[src/rtl/debug_ctrl_pkg.sv]
// rtl/debug_ctrl_pkg.sv - shared encodings and defaults for the debug controller
package debug_ctrl_pkg;

  localparam int PC_WIDTH_DEF   = 10;
  localparam int STEP_WIDTH_DEF = 3;

  typedef enum logic [1:0] {
    OP_RUN   = 2'b00,
    OP_HALT  = 2'b01,
    OP_STEP  = 2'b10,
    OP_SETBP = 2'b11
  } cmd_op_e;

  localparam logic [2:0] ST_RUN       = 3'd0;
  localparam logic [2:0] ST_HALT_LOAD = 3'd1;
  localparam logic [2:0] ST_HALT_ARM  = 3'd2;
  localparam logic [2:0] ST_HALTED    = 3'd3;
  localparam logic [2:0] ST_STEP_LOAD = 3'd4;
  localparam logic [2:0] ST_STEPPING  = 3'd5;

endpackage

[src/rtl/debug_ctrl_if.sv]
// rtl/debug_ctrl_if.sv - host command channel, target pc and clock-gater control bundle
interface debug_ctrl_if
  import debug_ctrl_pkg::*;
#(
  parameter int PC_WIDTH   = PC_WIDTH_DEF,
  parameter int STEP_WIDTH = STEP_WIDTH_DEF
) ();

  logic                  cmd_valid;
  logic                  cmd_ready;
  logic [1:0]            cmd_op;
  logic [PC_WIDTH-1:0]   cmd_arg;
  logic [PC_WIDTH-1:0]   pc;
  logic                  debug_en;
  logic                  stepinto_en;
  logic [STEP_WIDTH-1:0] stepvalue;
  logic                  halted;
  logic                  step_done;
  logic                  bp_hit;

  modport master (
    output cmd_valid, cmd_op, cmd_arg, pc,
    input  cmd_ready, debug_en, stepinto_en, stepvalue, halted, step_done, bp_hit
  );

  modport slave (
    input  cmd_valid, cmd_op, cmd_arg, pc,
    output cmd_ready, debug_en, stepinto_en, stepvalue, halted, step_done, bp_hit
  );

endinterface

[src/rtl/debug_ctrl.sv]
// rtl/debug_ctrl.sv - halt/step/breakpoint sequencer driving a clock-gating debugger
module debug_ctrl
  import debug_ctrl_pkg::*;
#(
  parameter int PC_WIDTH   = PC_WIDTH_DEF,
  parameter int STEP_WIDTH = STEP_WIDTH_DEF
) (
  input  logic          clk_in,
  input  logic          rst_n,
  debug_ctrl_if.slave   bus
);

  logic [2:0]            r_state;
  logic                  r_bp_valid;
  logic [PC_WIDTH-1:0]   r_bp_addr;
  logic [STEP_WIDTH-1:0] r_step_n;
  logic [STEP_WIDTH:0]   r_step_cnt;
  logic                  r_debug_en;
  logic                  r_stepinto_en;
  logic [STEP_WIDTH-1:0] r_stepvalue;
  logic                  r_halted;
  logic                  r_step_done;
  logic                  r_bp_hit;

  logic [2:0]            w_next_state;
  logic                  w_bp_match;
  logic                  w_cmd_ready;
  logic                  w_accept;
  logic                  w_setbp;
  logic [STEP_WIDTH-1:0] w_arg_n;
  logic [STEP_WIDTH-1:0] w_step_n;
  logic                  w_step_done_nxt;
  logic                  w_bp_hit_nxt;
  logic                  w_debug_en;
  logic                  w_stepinto_en;
  logic [STEP_WIDTH-1:0] w_stepvalue;

  // A breakpoint match steals the cycle from the host, which must retry its command.
  assign w_bp_match  = (r_state == ST_RUN) && r_bp_valid && (bus.pc == r_bp_addr);
  assign w_cmd_ready = (r_state == ST_HALTED) || ((r_state == ST_RUN) && !w_bp_match);
  assign w_accept    = bus.cmd_valid && w_cmd_ready;
  assign w_setbp     = w_accept && (bus.cmd_op == OP_SETBP);
  assign w_arg_n     = bus.cmd_arg[STEP_WIDTH-1:0];

  always_comb begin
    w_next_state    = r_state;
    w_step_done_nxt = 1'b0;
    w_bp_hit_nxt    = 1'b0;
    case (r_state)
      ST_RUN: begin
        if (w_bp_match) begin
          w_next_state = ST_HALT_LOAD;
          w_bp_hit_nxt = 1'b1;
        end else if (w_accept && (bus.cmd_op == OP_HALT)) begin
          w_next_state = ST_HALT_LOAD;
        end
      end
      ST_HALT_LOAD: w_next_state = ST_HALT_ARM;
      ST_HALT_ARM:  w_next_state = ST_HALTED;
      ST_HALTED: begin
        if (w_accept && (bus.cmd_op == OP_RUN)) begin
          w_next_state = ST_RUN;
        end else if (w_accept && (bus.cmd_op == OP_STEP)) begin
          if (w_arg_n == '0) w_step_done_nxt = 1'b1;
          else               w_next_state    = ST_STEP_LOAD;
        end
      end
      ST_STEP_LOAD: w_next_state = ST_STEPPING;
      ST_STEPPING: begin
        if (r_step_cnt == '0) begin
          w_next_state    = ST_HALTED;
          w_step_done_nxt = 1'b1;
        end
      end
      default: w_next_state = ST_RUN;
    endcase
  end

  // Gater controls are decoded from the next state so every output leaves a flop.
  assign w_step_n      = ((r_state == ST_HALTED) && (w_next_state == ST_STEP_LOAD)) ? w_arg_n : r_step_n;
  assign w_debug_en    = (w_next_state == ST_HALTED) || (w_next_state == ST_STEP_LOAD) ||
                         (w_next_state == ST_STEPPING);
  assign w_stepinto_en = (w_next_state == ST_HALT_ARM) || (w_next_state == ST_HALTED) ||
                         (w_next_state == ST_STEPPING);
  assign w_stepvalue   = ((w_next_state == ST_STEP_LOAD) || (w_next_state == ST_STEPPING)) ?
                         w_step_n : '0;

  always_ff @(posedge clk_in or negedge rst_n) begin
    if (!rst_n) begin
      r_state       <= ST_RUN;
      r_bp_valid    <= 1'b0;
      r_bp_addr     <= '0;
      r_step_n      <= '0;
      r_step_cnt    <= '0;
      r_debug_en    <= 1'b0;
      r_stepinto_en <= 1'b0;
      r_stepvalue   <= '0;
      r_halted      <= 1'b0;
      r_step_done   <= 1'b0;
      r_bp_hit      <= 1'b0;
    end else begin
      r_state       <= w_next_state;
      r_step_n      <= w_step_n;
      r_debug_en    <= w_debug_en;
      r_stepinto_en <= w_stepinto_en;
      r_stepvalue   <= w_stepvalue;
      r_halted      <= (w_next_state == ST_HALTED);
      r_step_done   <= w_step_done_nxt;
      r_bp_hit      <= w_bp_hit_nxt;
      if (w_setbp) begin
        r_bp_addr  <= bus.cmd_arg;
        r_bp_valid <= ~&bus.cmd_arg;
      end
      // Counting N down to zero keeps STEPPING for N+1 cycles, giving the gater N edges.
      if (r_state == ST_STEP_LOAD) begin
        r_step_cnt <= {1'b0, r_step_n};
      end else if ((r_state == ST_STEPPING) && (r_step_cnt != '0)) begin
        r_step_cnt <= r_step_cnt - (STEP_WIDTH+1)'(1);
      end
    end
  end

  assign bus.cmd_ready   = w_cmd_ready;
  assign bus.debug_en    = r_debug_en;
  assign bus.stepinto_en = r_stepinto_en;
  assign bus.stepvalue   = r_stepvalue;
  assign bus.halted      = r_halted;
  assign bus.step_done   = r_step_done;
  assign bus.bp_hit      = r_bp_hit;

endmodule

[src/flat_wrapper.sv]
// flat-port wrapper written by rule: the top's interface ports become plain ports
module debug_ctrl_flat import debug_ctrl_pkg::*;
#(
  parameter int PC_WIDTH   = PC_WIDTH_DEF,
  parameter int STEP_WIDTH = STEP_WIDTH_DEF
)
  (clk_in, rst_n, bus_cmd_valid, bus_cmd_op, bus_cmd_arg, bus_pc, bus_cmd_ready, bus_debug_en, bus_stepinto_en, bus_stepvalue, bus_halted, bus_step_done, bus_bp_hit);
  debug_ctrl_if #(.PC_WIDTH(PC_WIDTH), .STEP_WIDTH(STEP_WIDTH)) bus_i ();
  input  logic clk_in;
  input  logic rst_n;
  input wire logic [$bits(bus_i.cmd_valid)-1:0] bus_cmd_valid;
  input wire logic [$bits(bus_i.cmd_op)-1:0] bus_cmd_op;
  input wire logic [$bits(bus_i.cmd_arg)-1:0] bus_cmd_arg;
  input wire logic [$bits(bus_i.pc)-1:0] bus_pc;
  output wire logic [$bits(bus_i.cmd_ready)-1:0] bus_cmd_ready;
  output wire logic [$bits(bus_i.debug_en)-1:0] bus_debug_en;
  output wire logic [$bits(bus_i.stepinto_en)-1:0] bus_stepinto_en;
  output wire logic [$bits(bus_i.stepvalue)-1:0] bus_stepvalue;
  output wire logic [$bits(bus_i.halted)-1:0] bus_halted;
  output wire logic [$bits(bus_i.step_done)-1:0] bus_step_done;
  output wire logic [$bits(bus_i.bp_hit)-1:0] bus_bp_hit;
  assign bus_i.cmd_valid = bus_cmd_valid;
  assign bus_i.cmd_op = bus_cmd_op;
  assign bus_i.cmd_arg = bus_cmd_arg;
  assign bus_i.pc = bus_pc;
  assign bus_cmd_ready = bus_i.cmd_ready;
  assign bus_debug_en = bus_i.debug_en;
  assign bus_stepinto_en = bus_i.stepinto_en;
  assign bus_stepvalue = bus_i.stepvalue;
  assign bus_halted = bus_i.halted;
  assign bus_step_done = bus_i.step_done;
  assign bus_bp_hit = bus_i.bp_hit;
  debug_ctrl #(.PC_WIDTH(PC_WIDTH), .STEP_WIDTH(STEP_WIDTH)) u_core (.clk_in(clk_in), .rst_n(rst_n), .bus(bus_i));
endmodule
[config.mk]
export PLATFORM = sky130hd
export DESIGN_NAME = debug_ctrl_flat
export DESIGN_NICKNAME = d
export VERILOG_FILES = /design/src/rtl/debug_ctrl_pkg.sv /design/src/rtl/debug_ctrl_if.sv /design/src/rtl/debug_ctrl.sv /design/src/flat_wrapper.sv
export SDC_FILE = /design/constraint.sdc
export NUM_CORES = 1
export LEC_CHECK = 0
export ABC_AREA = 1
export CAP_MARGIN = 5
export CORE_MARGIN = 5
export CORE_UTILIZATION = 50
export CTS_CLUSTER_DIAMETER = 150
export CTS_CLUSTER_SIZE = 20
export DETAILED_ROUTE_END_ITERATION = 7
export GPL_TIMING_DRIVEN = 0
export PLACE_DENSITY = 0.82
export SYNTH_ARGS = -nofsm -noshare
export SYNTH_HDL_FRONTEND = slang
export SYNTH_SLANG_ARGS = --single-unit
[constraint.sdc]
create_clock -name clk_in -period 1.9 [get_ports clk_in]
set_input_delay 0.19 -clock clk_in [delete_from_list [all_inputs] [get_ports clk_in]]
set_output_delay 0.19 -clock clk_in [all_outputs]
set_load 0.05 [all_outputs]
==> results.yml <==
outcome:
  status: "finished, final reports clean"
logic_synthesis:
  yosys_register_bits: 29
  synth_fp_nets: 244
  avgSynthCellArea_um2: 7.64
  ys.flop_type: "dfrtp_1"
  yosysWarnings: 0
  async_flop_share_pct: 100
  synth_edf_count: 0
  synth_area_um2: 1670
  ys_seq_area_share_pct: 43.5
  syn-instance-count: 218
  ys_types: 29
finish:
  layout_commonest_cell: "nand2_1"
  nets: 289
  final_cell_mix: "57 x nand2_1, 32 x inv_1, 31 x clkdlybuf4s50_1, 29 x dfrtp_1, 19 x nor2_1"
  syn2layout_area_growth_pct: 29.1
  design_area_um2: 2150
  antenna_cells: 0
  drive_above_1_share_pct: 21.6
  final_util_pct: 65.5
routing:
  vias: 1484
  wl_per_cell_um: 10.9
  drc: 0
  top_layer_used: "met4"
  wl_met1_mm: 1.63
  met2_length_mm: 1.54
  wl_met3_um: 169
  drt_iter0_drc: 29
  finalWirelength_mm: 3.36
  ant_nets: 0
  vias_per_cell: 4.79
  firstDrtPassIters: 4
global_route:
  grt_pass1_vias: 1395
  antenna_found_initial: 0
  grt_pass1_wl_mm: 5.78
  grt_usage_pct: 17.2
  grt_max_degree: 30
  gr-total-overflow: 0
setup_path:
  r2r_setup_slack_ps: 120
  critPathSlowestCell: "dfrtp_1"
  cp_common_cell: "nand2_2"
  path_cells: "inv_2, nand2_2, nor2_4, nand2_1, nor2_2, nand3_2, nand2_2, nand2_4, buf_8"
  crit_type: "flop to output pin"
  start_kind: "flop"
  crit_fanout: 4
  worstSetupEndpointType: "output pin"
  critPathMaxStageDelay_ps: 400
  arrival_ps: 1630
  cp.required_ps: 1710
timing:
  skew_ps: 7.81
  worstMarginPinSlew_ps: 636
  layout_min_cycle_time_ps: 1820
  period_share_pct: 96.0
  fin_tns_setup_ps: 0
  grt_setup_unrepaired: "true"
  finalHoldViolations: 0
  setup_viol_count_final: 0
  finalMaxSlewViolations: 0
  relSlewSlack_pct: 57.6
  worst_slack_ps: 76.0
  max_freq_mhz: 548
floorplan:
  dieArea_um2: 4590
  num_rows: 21
  start_util_pct: 50.7
  die_h_um: 67.7
  io_pins: 34
  core_um2: 3280
  die_w_um: 67.7
placed_design:
  place_area_um2: 2050
  gp_congestion: 0.839
  io_buffer_count: 33
  dp_hpwl_mm: 2.68
  dpl_worst_slack_ps: -390
clocking:
  cts_buffer_depth: 2
  cts.clk_slew.worst_paths_ps: 90
  cts_buffers: 5
  clock_latency_ps: 330
  numClockSinks: 29
  cts_tree: "done"
  cts.htree.levels: 2
  root_buffer: "clkbuf_4"
power:
  cellPowerDensity_nw_per_um2: 1310
  cellLeakagePower_nw: 1.06
  totalPowerFinal_mw: 2.83
  irDropWorstVdd_mv: 0.898
job:
  drv_cap: 0
min_path:
  min_path_type: "primary input to async pin"
==> layer usage <==
metal	track usage (%)	vias to the layer above
met1	22.0	675
met5	0	-
met3	5.16	3
li1	-	777
met2	27.5	29
met4	6.08	0
==> cell type report <==
class	instances	area [um^2]
sequential	29	726
buffer	2	22.5
inverter	44	165
fill	307	1130
tap	46	57.6
clock buffer	6	41.3
clock inverter	2	10.0
timing repair buffer	38	370
multi-input combinational	143	758
==> final timing paths <==
path / end / depth (start not counted) / start
max: bus_cmd_ready / 9 / u_core.r_state[0]$_DFF_PN0_
min: u_core.r_step_cnt[1]$_DFFE_PN0P_ / 2 / rst_n
max reg2reg: u_core.r_bp_addr[0]$_DFFE_PN0P_ / 14 / u_core.r_state[0]$_DFF_PN0_
min reg2reg: u_core.r_step_cnt[1]$_DFFE_PN0P_ / 2 / u_core.r_step_cnt[1]$_DFFE_PN0P_
max in group asynchronous: u_core.r_bp_addr[1]$_DFFE_PN0P_ / 2 / rst_n
min in group clk_in: u_core.r_bp_addr[5]$_DFFE_PN0P_ / 3 / bus_cmd_arg[5]
==> power breakdown <==
part	total, mW	internal, mW	switching [mW]	leakage, nW
Clock	0.345	0.140	0.205	0.0320
Combinational	1.49	0.593	0.897	0.666
Sequential	0.991	0.854	0.137	0.359
Total	2.83	1.59	1.24	1.06
==> critical path: cells and delay by family, from the launching register on <==
family                 cells  cell delay (ps)
buffers and inverters      2              240
flip-flops                 1              400
AND/OR/NAND/NOR            7              680
==> Yosys cell counts, types with 2 or more instances <==
cell / instances / area [um^2]
nand2_1: 57 / 214
nor3_1: 2 / 10.0
o211ai_1: 3 / 22.5
o21ai_2: 10 / 87.6
buf_6: 2 / 22.5
nor2_2: 2 / 12.5
inv_2: 11 / 41.3
nand3_1: 10 / 50.1
nand2_4: 2 / 22.5
dfrtp_1: 29 / 726
nor2_4: 2 / 22.5
inv_1: 32 / 120
nand4_1: 6 / 37.5
o2111ai_1: 2 / 17.5
o21ai_0: 4 / 20.0
nor2_1: 19 / 71.3
nand2_2: 13 / 81.3
==> metrics by stage <==
stage | instances | hold WS [ps]
final | 310 | 415
after global routing | 310 | 446
after CTS | 305 | 441
after detailed placement | 297 | 483
after global placement | 297 | 483
after floorplan | 218 | -106
==> sequential cells by signal, summed over array words and instances, names as in the netlist <==
register,cells
u_core.bus.debug_en,1
u_core.r_state,3
u_core.bus.bp_hit,1
u_core.r_bp_valid,1
u_core.r_step_cnt,4
u_core.bus.stepvalue,3
u_core.r_step_n,3
u_core.bus.stepinto_en,1
u_core.bus.step_done,1
u_core.bus.halted,1
u_core.r_bp_addr,10
==> cell families after synthesis <==
family	synth area share (%)
DFF	43.5
buffers and inverters	11.3
and+or+nand+nor	32.7
adders and majority gates	0.751
xor gates and xnor gates	0.526
AOI/OAI and AO/OA	11.2
==> what timing repair did <==
action                     in CTS  in global routing
gates cloned                    0                  0
gates resized for setup         7                  2
setup endpoints to repair       1                  1
hold buffers                    0                  1
pin swaps                       0                  6
setup buffers                   0                  4
hold endpoints to repair        0                 29
Note: power is estimated with default switching activity, not from simulation.
==> RTL edit (config.mk and constraints unchanged) <==
Reset style: synchronous (`rst_n`), changed in one clocked block.
--- a/src/rtl/debug_ctrl.sv
+++ b/src/rtl/debug_ctrl.sv
@@ -85,7 +85,7 @@
   assign w_stepvalue   = ((w_next_state == ST_STEP_LOAD) || (w_next_state == ST_STEPPING)) ?
                          w_step_n : '0;
 
-  always_ff @(posedge clk_in or negedge rst_n) begin
+  always_ff @(posedge clk_in) begin
     if (!rst_n) begin
       r_state       <= ST_RUN;
       r_bp_valid    <= 1'b0;
Check against the original RTL: differs if rst_n is asserted again (counterexample within 4 cycles, from zero or initial values and one cycle with rst_n low); with rst_n held inactive, the same outputs for 10 cycles.
==> RTL edit against the unedited design <==
Synthesized cell count is 13% higher; area after synthesis is 6.0% lower; count of clock-buffer cells in the layout is 1 lower; routed wire length is 8.7% higher; sequential cell count stayed put; setup slack better by 0.024 ns; design area is 4.8% lower; critical path type unchanged; largest cell class unchanged.
Power is not compared: it rests on default switching activity, and its combinational part moved more than twofold at a synthesized area within 25%.
==> RTL edit: results (changes against the unedited design) <==
----------------------------------------------------
[Detailed routing]
  Starting DRC count in detailed routing ... 113 (+290%)
  Met1 layer wirelength in the final routing ... 1.57 mm (-3.6%)
  Total vias in the final route ... 1596 (+7.5%)
  Metal3 WL ... 195 um (+15%)
  First-pass DRT Iterations ... 5 (+1)
  Detailed route wirelength on metal2 ... 1.85 mm (+20%)

[Place]
  Placed wire-length estimate ... 2.77 mm (+3.5%)
  Pre-CTS setup slack ... -0.329 ns (+0.0614 ns)
  Weighted congestion at the end of routability-driven global placement ... 0.903 (+7.6%)
  Number of I/O port buffers ... 32 (-3.0%)

[Global routing]
  Global-route track usage on met1 ... 0.201 (-0.0188)
  Met3 track demand over resource ... 0.0442 (-0.00736)
  Number of global-route vias before repair ... 1453 (+4.2%)
  GRT Util Overall ... 0.182 (+0.00996)
  Wire length of the first global-routing pass ... 6.08 mm (+5.1%)
  GR met2 Demand/Resource ... 0.328 (+0.0533)
  Largest net degree at the start of global routing ... 11 (-63%)

[Finish]
  Layout net count ... 312 (+8.0%)
  Proportion of layout cells with a drive suffix above 1 ... 0.0906 (-0.125)
  Non-filler instance count after layout ... 331 (+6.8%)
  Fillcell total ... 277 (-9.8%)

[Critical path]
  CP max-delay cell ... sky130_fd_sc_hd__dfxtp_1
  Reg2reg start ... u_core.r_state[2]
  Endpoint of the worst-slack reg-to-reg timing path ... u_core.r_step_cnt[2]
  Depth of the worst register-to-register path ... 6 (-8)
  Launching instance or port of the critical path ... u_core.r_state[0]
  Reg2reg setup slack ... 0.22 ns (+0.10 ns)
  Maximum fanout along the worst path ... 6 (+2)

[STA]
  Max Fclk ... 556 MHz (+1.3%)
  Worst setup skew after layout ... 0.0128 ns (+0.00502 ns)
  Max_slew headroom ... 0.671 (+0.0949)
  Worst hold-check slack ... 0.197 ns (-0.218 ns)

[Synth]
  Fraction of synthesis flops using an asynchronous set or reset pin ... 0 (-1.00)
  Most area-consuming cells after synthesis ... sky130_fd_sc_hd__dfxtp_1 37%, sky130_fd_sc_hd__nand2_1 14%, sky130_fd_sc_hd__inv_1 11%
  Top post-synthesis cells by count ... 58 x sky130_fd_sc_hd__nand2_1, 46 x sky130_fd_sc_hd__inv_1, 42 x sky130_fd_sc_hd__nor2_1, 29 x sky130_fd_sc_hd__dfxtp_1, 13 x sky130_fd_sc_hd__nand3_1
  Distinct cell type count after synthesis ... 27 (-6.9%)
  Sequential-to-total area share from yosys stat ... 0.371 (-0.0648)

[CTS]
  Gates resized, CTS repair ... 5 (-2)
  Clock edge transition at the registers on the reported setup and hold paths ... 0.11 ns (+0.02 ns)

[Run status]
  Run status ... finished clean

[Worst hold path]
  Source of the worst hold timing path ... rst_n
  Type of the worst min-delay path ... input port to register

----------------------------------------------------
RTL edit: cell count changes after synthesis, moves of 6 or more:
cell and delta:
sky130_fd_sc_hd__dfrtp_1 -29, sky130_fd_sc_hd__dfxtp_1 +29, sky130_fd_sc_hd__nor2_1 +23, sky130_fd_sc_hd__inv_1 +14
sky130_fd_sc_hd__nand2_2 -10, sky130_fd_sc_hd__o21ai_2 -10, sky130_fd_sc_hd__inv_2 -9, sky130_fd_sc_hd__o21ai_1 +8
sky130_fd_sc_hd__o21ai_0 +6
RTL edit: area by class of cell:
type / instances / area share
Multi-Input combinational cell: 166 / 0.381
Sequential cell: 29 / 0.284
Timing Repair Buffer: 32 / 0.155
Inverter: 48 / 0.0880
Clock inverter: 3 / 0.0318
Tap cell: 44 / 0.0269
Clock buffer: 5 / 0.0183
Buffer: 4 / 0.0153
RTL edit: through the flow:
step | setup TNS [ns] | area [um^2] | total power [mW]
6_report | 0 | 2050 | 1.56
5_1_grt | 0 | 2050 | 1.63
4_1_cts | 0 | 2040 | 1.56
3_5_place_dp | -0.329 | 1940 | 0.925
3_3_place_gp | -0.328 | 1940 | 0.921
2_1_floorplan | 0 | 1570 | 0.822
RTL edit: power by group through the flow:
stage               Clock (mW)  Combinational [mW]  Sequential, mW
floorplan                    0               0.148           0.673
global placement             0               0.262           0.659
detailed placement           0               0.265           0.660
CTS                      0.645               0.263           0.646
global route             0.681               0.296           0.650
finish                   0.649               0.265           0.647
RTL edit: cells by family after synthesis:
| family | share of synthesized area |
|---|---|
| xor gates and xnor gates | 0.00559 |
| buffers and inverters | 0.135 |
| AOI/OAI and AO/OA | 0.108 |
| adders and majority gates | 0.00799 |
| DFF | 0.371 |
| and+or+nand+nor | 0.373 |
